[src/rtl/inst_encoder_loader.sv]
// Instruction encoder/loader: turns mnemonic-level commands into 32-bit MIPS words
// and writes them one per two cycles into an instruction memory starting at BASE_ADDR.
module inst_encoder_loader #(
    parameter logic [31:0] BASE_ADDR = 32'h0000_0000,
    parameter int unsigned DEPTH     = 256
) (
    input  logic        clk,
    input  logic        rst,
    input  logic        cmd_valid,
    output logic        cmd_ready,
    input  logic [4:0]  cmd_mnem,
    input  logic [4:0]  cmd_rs,
    input  logic [4:0]  cmd_rt,
    input  logic [4:0]  cmd_rd,
    input  logic [4:0]  cmd_shamt,
    input  logic [5:0]  cmd_funct,
    input  logic [15:0] cmd_imm,
    input  logic [25:0] cmd_target,
    input  logic        clear,
    output logic        imem_we,
    output logic [31:0] imem_addr,
    output logic [31:0] imem_wdata,
    output logic        full,
    output logic        err,
    output logic [15:0] count
);

    localparam logic [15:0] DEPTH_W = DEPTH[15:0];

    typedef enum logic [1:0] {IDLE, WRITE, FULL} state_t;

    state_t      state;
    logic [32:0] enc;
    logic [15:0] count_inc;

    // Returns {legal, word}; legal is 0 for unassigned selectors.
    function automatic logic [32:0] encode(
        input logic [4:0]  mnem,
        input logic [4:0]  rs,
        input logic [4:0]  rt,
        input logic [4:0]  rd,
        input logic [4:0]  shamt,
        input logic [5:0]  funct,
        input logic [15:0] imm,
        input logic [25:0] target
    );
        logic [5:0]  op;
        logic [32:0] res;
        op  = 6'b000000;
        res = 33'd0;
        case (mnem)
            5'd2:  op = 6'b100000;
            5'd3:  op = 6'b100011;
            5'd4:  op = 6'b101000;
            5'd5:  op = 6'b101011;
            5'd6:  op = 6'b000100;
            5'd7:  op = 6'b000101;
            5'd8:  op = 6'b000111;
            5'd9:  op = 6'b001000;
            5'd10: op = 6'b001001;
            5'd11: op = 6'b000010;
            5'd12: op = 6'b000011;
            5'd13: op = 6'b001100;
            5'd14: op = 6'b001101;
            5'd15: op = 6'b001111;
            5'd16: op = 6'b001110;
            default: op = 6'b000000;
        endcase
        case (mnem)
            5'd0:  res = {1'b1, 6'b000000, rs, rt, rd, shamt, funct};
            5'd1:  res = {1'b1, 6'b011100, rs, rt, rd, 5'b00000, 6'b000010};
            5'd2, 5'd3, 5'd4, 5'd5, 5'd6, 5'd7, 5'd9, 5'd10, 5'd13, 5'd14, 5'd16:
                   res = {1'b1, op, rs, rt, imm};
            5'd8:  res = {1'b1, op, rs, 5'b00000, imm};
            5'd15: res = {1'b1, op, 5'b00000, rt, imm};
            5'd11, 5'd12:
                   res = {1'b1, op, target};
            default: res = 33'd0;
        endcase
        return res;
    endfunction

    assign enc       = encode(cmd_mnem, cmd_rs, cmd_rt, cmd_rd, cmd_shamt,
                              cmd_funct, cmd_imm, cmd_target);
    assign count_inc = count + 16'd1;
    assign cmd_ready = (state == IDLE);
    assign full      = (state == FULL);

    always_ff @(posedge clk or posedge rst) begin
        if (rst) begin
            state      <= IDLE;
            count      <= 16'd0;
            imem_we    <= 1'b0;
            imem_addr  <= BASE_ADDR;
            imem_wdata <= 32'd0;
            err        <= 1'b0;
        end else begin
            imem_we <= 1'b0;
            err     <= 1'b0;
            case (state)
                IDLE: begin
                    if (clear) begin
                        count <= 16'd0;
                    end else if (cmd_valid) begin
                        if (enc[32]) begin
                            imem_we    <= 1'b1;
                            imem_addr  <= BASE_ADDR + {14'd0, count, 2'b00};
                            imem_wdata <= enc[31:0];
                            state      <= WRITE;
                        end else begin
                            err <= 1'b1;
                        end
                    end
                end
                // The write itself happens during this state; clear only affects the bookkeeping.
                WRITE: begin
                    if (clear) begin
                        count <= 16'd0;
                        state <= IDLE;
                    end else begin
                        count <= count_inc;
                        state <= (count_inc == DEPTH_W) ? FULL : IDLE;
                    end
                end
                FULL: begin
                    if (clear) begin
                        count <= 16'd0;
                        state <= IDLE;
                    end
                end
                default: state <= IDLE;
            endcase
        end
    end

endmodule

[config.mk]
export PLATFORM = sky130hd
export DESIGN_NAME = inst_encoder_loader
export DESIGN_NICKNAME = d
export VERILOG_FILES = /design/src/rtl/inst_encoder_loader.sv
export SDC_FILE = /design/constraint.sdc
export NUM_CORES = 1
export LEC_CHECK = 0
export ABC_AREA = 1
export BUFFER_PORTS_ARGS = -buffer_cell sky130_fd_sc_hd__buf_2
export CAP_MARGIN = 20
export CORE_MARGIN = 5
export CORE_UTILIZATION = 50
export CTS_BUF_LIST = sky130_fd_sc_hd__clkbuf_16
export DETAILED_ROUTE_END_ITERATION = 10
export GPL_ROUTABILITY_DRIVEN = 0
export PLACE_DENSITY_LB_ADDON = 0.2
export RECOVER_POWER = 100
export SYNTH_ARGS = -nofsm -noshare
export SYNTH_HDL_FRONTEND = slang
export SYNTH_SLANG_ARGS = --single-unit
export TNS_END_PERCENT = 30
[constraint.sdc]
create_clock -name clk -period 3.95 [get_ports clk]
set_clock_uncertainty 0.05 [all_clocks]
set_input_delay 0.1975 -clock clk [delete_from_list [all_inputs] [get_ports clk]]
set_output_delay 0.1975 -clock clk [all_outputs]
set_load 0.01 [all_outputs]
==> Word level (Yosys, flattened, before mapping) <==
Memory sizes are Yosys's and may differ from the RTL's.
Index checks and enable logic that the tools add are counted.
{ "totals": {"word_cells": 61, "romBits": 160, "in_bits": 77, "ram_bits": 0, "n_memories": 1, "output_inout_bits": 84, "regBits": 68, "latchBits": 0} }
{ "mem_list": {"columns": ["name", "words", "width", "rd", "rd_clocked_by_memory_dff", "wr", "line", "rtl"], "rows": [
  ["(name not given)", 32, 5, 1, 0, 0, "51", "case (mnem)"]
]} }
{ "op_classes": {"n_eq_ne": 24, "n_reduce_logical": 9, "mux": 19, "addsub": 1, "bitwise": 1, "magnitude_cmp": 0, "n_div": 0, "shifts": 0, "n_mul": 0} }
{ "op_table": {"columns": ["cell", "n"], "rows": [
  ["33-bit case mux with 6 select lines", 1],
  ["5-bit by 4-bit equality test with 1-bit output (second input constant)", 8],
  ["16-bit 2-to-1 mux", 2],
  ["16-bit case mux with 2 select lines", 1],
  ["5-bit by 3-bit equality test with 1-bit output (second input constant)", 4],
  ["16-bit by 1-bit adder with 16-bit output (second input constant)", 1],
  ["16-bit by 9-bit equality test with 1-bit output (second input constant)", 1],
  ["2-bit 2-to-1 mux", 6],
  ["11-bit OR reduction", 1],
  ["5-bit by 2-bit equality test with 1-bit output (second input constant)", 2],
  ["1-bit 2-to-1 mux", 8],
  ["4-bit AND reduction", 2],
  ["2-bit inequality test (second input constant)", 3],
  ["2-bit case mux with 3 select lines", 1],
  ["5-bit by 1-bit equality test with 1-bit output (second input constant)", 1],
  ["5-bit equality test (second input constant)", 1],
  ["5-bit logical NOT", 1],
  ["2-bit by 1-bit inequality test with 1-bit output (second input constant)", 2],
  ["2-bit OR reduction", 2],
  ["2-bit by 1-bit equality test with 1-bit output (second input constant)", 1],
  ["2-bit equality test (second input constant)", 1],
  ["2-bit logical NOT", 1],
  ["2-bit AND reduction", 1],
  ["2-bit nonzero test", 1],
  ["1-bit inverter", 1]
]} }

==> Logic depth before layout (Yosys ltp) <==
{ "depth": {"word_depth": 7, "mapped_depth": 14, "depth_no_buf": 12} }

==> Worst setup path before layout <==
No wires, ideal clock.
{ "synth_path": {"path_kind": "in2reg", "from": "input port cmd_mnem[1]", "to": "register imem_wdata[0]", "path_slack_ns": 2.219, "arrival_time_ns": 1.564, "t_required_ns": 3.783, "setup_time_ns": 0.117, "stages": 13, "n_path_buf": 2, "path_cell_list": "inv_1 -> ha_1 -> inv_1 -> nor2_1 -> nand2_1 -> nand2_2 -> inv_1 -> nand4_2 -> nand2_2 -> buf_4 -> buf_6 -> nand2_1 -> nand2_1"} }
{ "synth_via": {"elab_chain_len": 4, "elab_cells_between_ends": 21, "classes_between": "16 x eq/ne; 1 x mux; 4 x reduce/logical"} }
{ "synth_rtl": {"columns": ["item", "line", "rtl"], "rows": [
  ["from (decl)", "11", "input logic [4:0] cmd_mnem,"],
  ["5-bit by 2-bit equality test with 1-bit output (tied with other cells)", "69", "case (mnem)"],
  ["11-bit OR reduction or 2-bit OR reduction (tied branches)", "69", null],
  ["33-bit case mux with 6 select lines (*)", "69", null],
  ["4-bit AND reduction (no line)", null, null],
  ["to (signal assigned)", "108", "imem_wdata <= enc[31:0];"],
  ["to (decl)", "22", "output logic [31:0] imem_wdata,"]
]} }
Mark *: on every way between the ends. The rest lies on a longest branch, timed or not.
A chain may end at the register's enable or synchronous reset.

==> Final worst setup path <==
{ "layout_path": {"from": "input port cmd_mnem[0]", "to": "register imem_addr[17]"} }
{ "layout_via": {"elab_chain_len": 4, "elab_cells_between_ends": 21, "classes_between": "16 x eq/ne; 1 x mux; 4 x reduce/logical"} }
{ "layout_rtl": {"columns": ["item", "line", "rtl"], "rows": [
  ["5-bit by 2-bit equality test with 1-bit output (tied with other cells)", "69", null],
  ["11-bit OR reduction or 2-bit OR reduction (tied branches)", "69", null],
  ["33-bit case mux with 6 select lines (*)", "69", null],
  ["4-bit AND reduction (no line) (*)", null, null],
  ["to (signal assigned)", "107", "imem_addr <= BASE_ADDR + {14'd0, count, 2'b00};"],
  ["to (decl)", "21", "output logic [31:0] imem_addr,"]
]} }
Marked as above.

==> results.toml <==
[clock_tree]
clk_latency_ns = 0.33
root_buffer = "clkbuf_16"
clock-sinks = 68
postCtsSetupRepairBufs = 0
cts_tree = "built"
cts_buffers = 9
cts.htree.levels = 3
cts_buffer_depth = 2
cts_resized = 0
cts.clk_slew.worst_paths_ns = 0.06
hold_buffers = 0

[floorplanning]
die_h_um = 102
coreArea_um2 = 8220
dieArea_um2 = 10400
die_x_um = 102
initial_core_util_pct = 51.5
row_count = 33
ios = 161

[critical_path]
end_kind = "flop"
crit_arrival_ns = 3.01
worstPathMaxFanout = 39
r2r-end = "imem_wdata[16]"
worstPathCellList = "clkbuf_1 > inv_1 > ha_1 > inv_1 > nor2_1 > nand2_1 > nand2_1 > nor2_1 > nand4_2 > nand2_2 > buf_4 > o21ai_0"
crit_slowest_cell = "nand2_1"
r2r-start = "state[0]"
crit_required_ns = 4.10
critPathKind = "in2reg"
slowest_delay_ns = 0.47
reg2reg_slack_ns = 2.01
start_kind = "primary input"
r2r_cells = 7

[global_routing]
grt_max_degree = 44
grt_usage_pct = 23.4
grt_pass1_vias = 4249
grt_pass1_wl_um = 19200
antenna_found_initial = 0
grt_overflow = 0

[yosys]
ys_warn_count = 0
ys_top_cells_by_area = "dfrtp_1 (40%), nand2_1 (24%), o21ai_0 (4.6%), inv_1 (4.4%), a21boi_0 (3.9%)"
synth_edf_count = 0
netlist_area_um2 = 4230
synth_cells = 611
synthArstFlopShare_pct = 100
synth_cell_type_count = 28
yosysTopAreaCell = "dfrtp_1"
synth_area_per_cell_um2 = 6.92
ys_ff_latch = 68
yosysSeqAreaShare_pct = 40.2
synth_top_area_share_pct = 40.2
synthFlopType = "dfrtp_1"

[timing]
setup_tns_ns = 0
rsz0062_at_grt = "false"
post-route-min-period_ns = 2.86
worstMarginPinSlew_ns = 1.57
setup_viol = 0
slew_violations = 44
hold_slack_ns = 0.133
relSlewSlack_pct = -4.58
hold_violations = 0
finalCritPeriodShare_pct = 72.3
fmax_mhz = 350

[pwr]
p_per_area_nw_per_um2 = 398
p_leak_nw = 2.63
ir_drop_v = 0.000219
power.total_w = 0.00206

[hold_path]
whs_endpoint = "imem_wdata[19]"
hold_path_startpoint = "cmd_target[19]"
hold_class = "in2reg"
whs_path_depth = 5

[placed_design]
io_buffers = 144
placed_area_um2 = 4920
dp_hpwl_um = 9290

[final_layout]
postLayoutCellArea_um2 = 5180
layout_commonest_cell = "nand2_1"
synthToLayoutAreaGrowth_pct = 22.4
n_antenna_cell = 0
drive_gt1_share_pct = 13.5
nets = 835
mostFrequentLayoutCells = "nand2_1 (274), buf_2 (75), clkbuf_1 (71)"

[status]
outcome = "finished, violations left"
violations = "max-capacitance violations, max-slew violations"

[drt]
first_pass_iters = 6
routedWlPerCell_um = 14.2
ant_nets = 0
drc = 0
via_per_inst = 5.11
wirelength_um = 12200
first_iter_violations = 224
vias = 4382

[run]
timing.max_cap.violations = 1
[sequential cells by signal, summed over array words and instances (netlist names)]
register / flops
err: 1
imem_we: 1
count: 16
imem_wdata: 32
state: 2
imem_addr: 16
[report_power, final]
group | total (W) | switching (W) | internal, W
Clock | 0.000909 | 0.000295 | 0.000613
Sequential | 0.000818 | 0.0000491 | 0.000769
Combinational | 0.000334 | 0.000219 | 0.000115
Total | 0.00206 | 0.000563 | 0.00150
[cell families after synthesis]
kind of cell    after synthesis  synth area share, %
compound gates               73                 10.3
buf+inv                      89                 10.2
other cells                   1               0.0887
flops                        68                 40.2
xor+xnor                      1                0.207
simple gates                369                 36.0
fa+ha+maj                    10                 2.96
[final cells by class]
cell class,count,area [um^2]
clock inverter,7,116
inverter,52,195
clock buffer,9,225
tap,105,131
multi-input combinational,469,2150
sequential,68,1700
timing repair buffer,148,657
fill,793,3040
[layer usage]
metal  track usage, %  vias up  routed length (um)
li1                 -     2193                   -
met1             28.4     1995                4740
met2             40.2      176                6120
met3             6.14       18                1100
met4             8.27        0                 191
met5                0        -                   0
[how the worst max path moves through the flow]
stage	from	to	slack [ns]	cells past startpoint
detailed placement	cmd_mnem[1]	imem_wdata[12]	1.13	13
floorplan	rst	count[0]	1.99	1
CTS	cmd_mnem[1]	imem_wdata[16]	1.46	13
finish	cmd_mnem[0]	imem_addr[17]	1.09	12
global route	cmd_mnem[0]	imem_addr[3]	0.71	13
global placement	cmd_mnem[0]	imem_addr[7]	1.30	12
[critical path: cells and delay by family]
kind	cells	cell delay (ns)
buffers and inverters	4	0.81
adder cells (fa/ha/maj)	1	0.27
AND/OR/NAND/NOR	6	1.54
AO/OA/AOI/OAI	1	0.14
[synthesized netlist by cell type, types with 2 or more instances]
library cell and n:
nand2_1 273, dfrtp_1 68, inv_1 50, o21ai_0 39, nor2_1 38, nand4_1 25, a21boi_0 22, nand3_1 22
buf_4 18, clkbuf_1 11, ha_1 10, o22ai_1 8, buf_2 5, nand2_2 4, buf_6 3, inv_2 2
nor2_2 2
[stage by stage]
stage,worst slack (ns),utilization (%),instances
5_1_grt,0.709,63.0,858
4_1_cts,1.46,64.1,857
3_5_place_dp,1.13,59.9,841
2_1_floorplan,1.99,-,626
6_report,1.09,63.0,858
3_3_place_gp,1.30,59.9,841
No activity file was read; power rests on OpenSTA's default activity.
